**config.mk**
```make
export PLATFORM = sky130hd
export DESIGN_NAME = fp32_mul_result_buffer
export DESIGN_NICKNAME = d
export VERILOG_FILES = /design/src/rtl/fp32_mul_result_buffer.sv
export SDC_FILE = /design/constraint.sdc
export NUM_CORES = 1
export LEC_CHECK = 0
export BUFFER_PORTS_ARGS = -buffer_cell sky130_fd_sc_hd__buf_4
export CORE_ASPECT_RATIO = 1.1
export CORE_UTILIZATION = 61
export CTS_CLUSTER_SIZE = 40
export DETAILED_ROUTE_END_ITERATION = 6
export PLACE_DENSITY = 0.91
export SLEW_MARGIN = 0
export SYNTH_ARGS = -nofsm -noshare
export SYNTH_HDL_FRONTEND = slang
export SYNTH_SLANG_ARGS = --single-unit
```
**constraint.sdc**
```tcl
create_clock -name clk -period 6.3 [get_ports clk]
set_clock_uncertainty 0.05 [all_clocks]
set_input_delay 0.315 -clock clk [delete_from_list [all_inputs] [get_ports clk]]
set_output_delay 0.315 -clock clk [all_outputs]
set_load 0.005 [all_outputs]
```
**src/rtl/fp32_mul_result_buffer.sv**
```systemverilog
// rtl/fp32_mul_result_buffer.sv - FWFT result FIFO for an FP32 multiplier
// with sticky exception flags and saturating exception/overflow counters.
module fp32_mul_result_buffer #(
  parameter int DEPTH = 4,
  parameter int CNT_W = 8
) (
  input  logic                       clk,
  input  logic                       rst_n,
  input  logic                       in_valid,
  output logic                       in_ready,
  input  logic [31:0]                in_res,
  input  logic [2:0]                 in_flags,
  output logic                       out_valid,
  input  logic                       out_ready,
  output logic [31:0]                out_res,
  output logic [2:0]                 out_flags,
  output logic [$clog2(DEPTH):0]     level,
  output logic [2:0]                 sticky_flags,
  input  logic                       sticky_clr,
  output logic [CNT_W-1:0]           exc_cnt,
  output logic [CNT_W-1:0]           ovf_cnt
);

  localparam int AW = $clog2(DEPTH);
  localparam int LW = AW + 1;
  localparam logic [LW-1:0]    FULL    = LW'(DEPTH);
  localparam logic [CNT_W-1:0] CNT_MAX = '1;

  logic [31:0]    mem_res_q   [DEPTH];
  logic [2:0]     mem_flags_q [DEPTH];
  logic [AW-1:0]  wr_ptr_q, wr_ptr_d;
  logic [AW-1:0]  rd_ptr_q, rd_ptr_d;
  logic [LW-1:0]  level_q, level_d;
  logic [2:0]     sticky_q, sticky_d;
  logic [CNT_W-1:0] exc_q, exc_d;
  logic [CNT_W-1:0] ovf_q, ovf_d;

  logic push, pop, exc_hit, ovf_hit;

  assign in_ready  = (level_q != FULL);
  assign out_valid = (level_q != '0);
  assign push      = in_valid && in_ready;
  assign pop       = out_valid && out_ready;
  assign exc_hit   = push && in_flags[2];
  assign ovf_hit   = push && (in_flags[1] || in_flags[0]);

  assign out_res      = mem_res_q[rd_ptr_q];
  assign out_flags    = mem_flags_q[rd_ptr_q];
  assign level        = level_q;
  assign sticky_flags = sticky_q;
  assign exc_cnt      = exc_q;
  assign ovf_cnt      = ovf_q;

  always_comb begin
    wr_ptr_d = wr_ptr_q;
    rd_ptr_d = rd_ptr_q;
    level_d  = level_q;
    sticky_d = sticky_q;
    exc_d    = exc_q;
    ovf_d    = ovf_q;

    // Pointers are AW bits wide, so they wrap modulo DEPTH on their own.
    if (push) wr_ptr_d = wr_ptr_q + 1'b1;
    if (pop)  rd_ptr_d = rd_ptr_q + 1'b1;
    if (push && !pop)      level_d = level_q + 1'b1;
    else if (!push && pop) level_d = level_q - 1'b1;

    // A push in the clear cycle still records its flags (set beats clear).
    if (sticky_clr) begin
      sticky_d = push ? in_flags : 3'b000;
      exc_d    = exc_hit ? CNT_W'(1) : '0;
      ovf_d    = ovf_hit ? CNT_W'(1) : '0;
    end else begin
      if (push) sticky_d = sticky_q | in_flags;
      if (exc_hit && exc_q != CNT_MAX) exc_d = exc_q + 1'b1;
      if (ovf_hit && ovf_q != CNT_MAX) ovf_d = ovf_q + 1'b1;
    end
  end

  always_ff @(posedge clk or negedge rst_n) begin
    if (!rst_n) begin
      wr_ptr_q <= '0;
      rd_ptr_q <= '0;
      level_q  <= '0;
      sticky_q <= '0;
      exc_q    <= '0;
      ovf_q    <= '0;
    end else begin
      wr_ptr_q <= wr_ptr_d;
      rd_ptr_q <= rd_ptr_d;
      level_q  <= level_d;
      sticky_q <= sticky_d;
      exc_q    <= exc_d;
      ovf_q    <= ovf_d;
    end
  end

  // Entry storage is not reset; reset only discards it via the pointers.
  always_ff @(posedge clk) begin
    if (push) begin
      mem_res_q[wr_ptr_q]   <= in_res;
      mem_flags_q[wr_ptr_q] <= in_flags;
    end
  end

endmodule

```
* Yosys cells after proc, flatten, opt, wreduce, memory -nomap -nowiden
Memory sizes are Yosys's and may differ from the RTL's.
Cells that the tools add are included.
** Operators by class
- Equal/unequal tests :: 3
- Reductions and logical operators :: 16
- $add $sub $neg :: 6
- Bitwise operators :: 1
- Mux-type cells :: 13
** Operators with widths (number)
- $mux W8 :: 4
- $add A8 B1 Y8 const B :: 2
- $ne A8 B8 Y1 const B :: 2
- $mux W3 :: 5
- $logic_and A1 B1 Y1 :: 8
- $reduce_bool A2 Y1 :: 4
- $add A2 B1 Y2 const B :: 2
- $mux W1 :: 4
- $add A3 B1 Y3 const B :: 1
- $ne A3 B3 Y1 const B :: 1
- $or A3 B3 Y3 :: 1
- $reduce_bool A3 Y1 :: 1
- $sub A3 B1 Y3 const B :: 1
- $logic_not A1 Y1 :: 2
- $logic_or A1 B1 Y1 :: 1
** Word-level totals
- Register bits :: 26
- Word-level logic and storage cells :: 47
- Bits in writable memories :: 140
- Memories :: 2
- Output and inout port bits :: 59
- Input port bits :: 40
** Memory list
- mem_res_q :: depth 4, bits a word 32, read ports 1, clocked after memory_dff 0, write ports 1, line 29 : logic [31:0] mem_res_q [DEPTH];
- mem_flags_q :: depth 4, bits a word 3, read ports 1, clocked after memory_dff 0, write ports 1, line 30 : logic [2:0] mem_flags_q [DEPTH];

* Longest topological paths before layout
- Word-level depth :: 6
- Mapped depth :: 10

* Least setup slack after synthesis
OpenSTA, ideal clock, no wires.
- Kind :: register -> register
- Start :: register level_q[0] (netlist: level[0])
- End :: register level_q[1] (netlist: level[1])
- Cell stages (with the launch flop) :: 9
- Data arrival time :: 2.221 ns
- Setup slack :: 3.904 ns
- Cells stage by stage :: dfrtp_1 -> or3b_1 -> buf_6 -> and2_2 -> clkbuf_1 -> ha_1 -> inv_1 -> fa_1 -> mux2_2
** RTL lines
- from (decl) :: line 33 : logic [LW-1:0] level_q, level_d;
- from (signal assigned) :: line 91 : level_q <= level_d;
- $ne A3 B3 Y1 :: line 40 : assign in_ready = (level_q != FULL);
- net in_ready :: line 10 : output logic in_ready,
- $logic_and A1 B1 Y1 :: line 42 : assign push = in_valid && in_ready;
- net push :: line 38 : logic push, pop, exc_hit, ovf_hit;
- $logic_and A1 B1 Y1 :: line 65 : if (push && !pop) level_d = level_q + 1'b1;
- $mux W3 :: line 65
- net level_d[1] :: line 33
The timed path passes the listed nets, and every way through them passes these cells. The select of a mux whose other input is x is not followed.
A chain may end at the register's enable or synchronous reset.

* Worst setup path in the final report
- Start :: register rd_ptr_q[0]
- End :: output port out_res[4]
** On the way
- Longest elaborated chain between the ends :: 1
** RTL lines
- from (decl) :: line 32 : logic [AW-1:0] rd_ptr_q, rd_ptr_d;
- from (signal assigned) :: line 90 : rd_ptr_q <= rd_ptr_d;
- $mem_v2 Z4 W32
- to (decl) :: line 15 : output logic [31:0] out_res,
No other way between the ends.

==> impl_metrics.py <==
metrics = {
    "timing": {
        "fmax_ghz": 0.3928,
        "finalSetupViolCount": 0,
        "setup_ws_ns": 3.754,
        "report.final.slew_viol_count": 0,
        "fin_crit_ns": 2.546,
        "rsz0062_at_grt": "false",
        "hold_viol": 0,
        "relSlewSlack_pct": 38.27,
        "worst_slew_pin_slew_ns": 0.9260,
        "timing.final.crit_share_pct": 40.41,
        "tns_ns": 0,
    },
    "floorplanning": {
        "core_area_um2": 10390,
        "die_h_um": 110.3,
        "die_area_um2": 11070,
        "initial_core_util_pct": 62.55,
        "die_w_um": 100.4,
        "row_count": 39,
        "num_io_pins": 99,
    },
    "clock_network": {
        "clkTransAtPathRegs_ns": 0.07,
        "post_cts_buffers": 0,
        "cts_buffers": 17,
        "root_buffer": "clkbuf_16",
        "cts.sinks": 166,
        "cts_max_level": 4,
        "insertion_delay_ns": 0.42,
        "cts_buffer_depth": 2,
        "cts_resized": 0,
        "cts_tree": "yes",
        "cts_hold_buf": 1,
    },
    "critical_path": {
        "cp_max_fo": 35,
        "crit_path_start_kind": "flop",
        "r2r_slack_ns": 3.79,
        "cp.required_ns": 5.93,
        "crit_arrival_ns": 2.18,
        "crit_path_end_kind": "output pin",
        "path_class": "reg2out",
    },
    "final_layout": {
        "multi_input_area_um2": 1553,
        "nNetsFinal": 476,
        "nFillCells": 555,
        "seq_area_um2": 4857,
        "antennaDiodeCount": 0,
        "drive_gt1_share_pct": 41.04,
        "area_growth_pct": 22.84,
        "design_area_um2": 7986,
        "fin_util_pct": 76.84,
    },
    "hold_path": {
        "hp-class": "in2reg",
    },
    "synthesis": {
        "synth_xor_area_share_pct": 0.8083,
        "yosys-top-cells-area": "edfxtp_1, mux4_2, dfrtp_1",
        "ys_seq_area_share_pct": 74.67,
        "synth_area_per_cell_um2": 20.13,
        "synth-compound-area-share_pct": 4.176,
        "yosys.area_share.simple_pct": 4.542,
        "syn_inst": 323,
        "yosys_warnings": 0,
        "synth-edff-count": 140,
        "synth_ff_type": "edfxtp_1",
        "async_flop_share_pct": 15.66,
        "synth_top_cell_by_area": "edfxtp_1",
        "yosys.cell_count.top_type": "edfxtp_1",
        "synth_fa_ha_area_share_pct": 1.655,
        "synthesis.area_um2": 6501,
        "ys_ff_latch": 166,
        "synthTopCellsByCount": "edfxtp_1, mux4_2, dfrtp_1, a21oi_1",
        "synth.distinct_cells": 47,
        "syn_nets": 371,
        "synthMuxAreaShare_pct": 12.70,
        "synth_top_area_share_pct": 64.67,
        "synth_top_family_by_area": "multiplexers",
    },
    "global_route": {
        "antenna_found_initial": 0,
        "grt_pass1_wl_um": 18320,
        "grt_pass1_vias": 3503,
        "grt_start_max_net_pins": 37,
        "grtUsageTotal_pct": 23.21,
        "overflow": 0,
    },
    "detailed_routing": {
        "post-route-drc-count": 0,
        "first_pass_iters": 5,
        "vias_per_cell": 5.865,
        "wire_per_inst_um": 20.67,
        "ant_nets": 0,
        "first_iter_violations": 184,
        "via_count": 3425,
        "wirelength_um": 12070,
    },
    "placed_design": {
        "io_buffer_count": 98,
        "place_congestion": 0.7947,
        "dp_slack_ns": 3.830,
        "placedInstanceArea_um2": 7351,
        "dp_hpwl_um": 6942,
    },
    "run": {
        "drv_cap": 0,
    },
    "status": {
        "status": "complete, no violations",
    },
    "power_and_ir_drop": {
        "power.leakage_nw": 2.903,
        "p_per_area_nw_per_um2": 448.1,
        "ir_drop_mv": 0.3560,
        "p_total_mw": 3.579,
    },
}
==> sequential cells by signal, indices dropped and copies added (netlist names) <==
register / cells
mem_res_q: 128
exc_cnt: 8
wr_ptr_q: 2
sticky_flags: 3
mem_flags_q: 12
level: 3
rd_ptr_q: 2
ovf_cnt: 8
==> report_power, final <==
part           internal, mW  switching (mW)  total, mW
clock                 0.667           0.426       1.09
sequential             1.43           0.125       1.56
combinational         0.520           0.410      0.930
total                  2.62           0.961       3.58
==> through the flow <==
stage	hold slack, ns	cells
floorplan	-0.03059	323
global placement	0.1872	551
detailed placement	0.1952	551
CTS	0.03107	584
global route	0.02687	584
finish	0.04290	584
==> kinds of logic after synthesis <==
kind of cell             after synthesis
buffers and inverters                 19
XOR/XNOR                               6
adder cells (fa/ha/maj)                8
multiplexers                          38
AND/OR/NAND/NOR                       49
flip-flops                           166
AO/OA/AOI/OAI                         37
==> cells in the final DEF, fill, tap and decap left out, types with 3 or more instances in the layout <==
cell,Yosys,routed
edfxtp_1,140,140
and3_2,4,4
bufinv_16,0,4
inv_1,5,5
and2_1,4,4
dfrtp_1,26,24
nor2_1,4,4
o31ai_1,4,4
mux4_2,35,35
inv_6,0,5
o41ai_1,3,3
or4_1,6,6
a21oi_1,11,11
nand3_1,6,6
xnor2_1,4,4
o21ai_0,4,4
clkinvlp_4,0,3
ha_1,7,7
nand2_1,7,7
clkbuf_16,0,17
nand4_1,3,3
buf_4,0,99
==> area by class of cell <==
class                   instances  share of cell area (%)
clock buffers                  17                   5.327
clock inverters                15                   2.507
inverters                       5                  0.2350
multi-input cells             138                   19.44
flip-flops and latches        166                   60.82
well taps                     143                   2.240
repair buffers                100                   9.431
==> worst max-delay path, stage by stage, from the launching register on <==
cell and delay, ns:
dfrtp_2 0.38, buf_4 0.58, mux4_2 0.63, buf_4 0.16
==> final timing paths <==
path	from	endpoint	cells after the start
max in group asynchronous	rst_n	rd_ptr_q[0]	2
min in group asynchronous	rst_n	sticky_flags[0]	2
setup / recovery	rd_ptr_q[0]	out_res[4]	3
setup reg to reg	level[0]	level[1]	6
hold reg to reg	rd_ptr_q[0]	rd_ptr_q[0]	1
hold / removal	in_res[18]	mem_res_q[0][18]	1
==> metal layers <==
layer	GRT usage [%]	routed length, um	share of wire, %
met1	29.79	4911	41
met5	0	0	0
met4	10.14	126	1.0
met3	5.044	593	4.9
met2	38.85	6440	53
No activity file was read; power rests on OpenSTA's default activity.
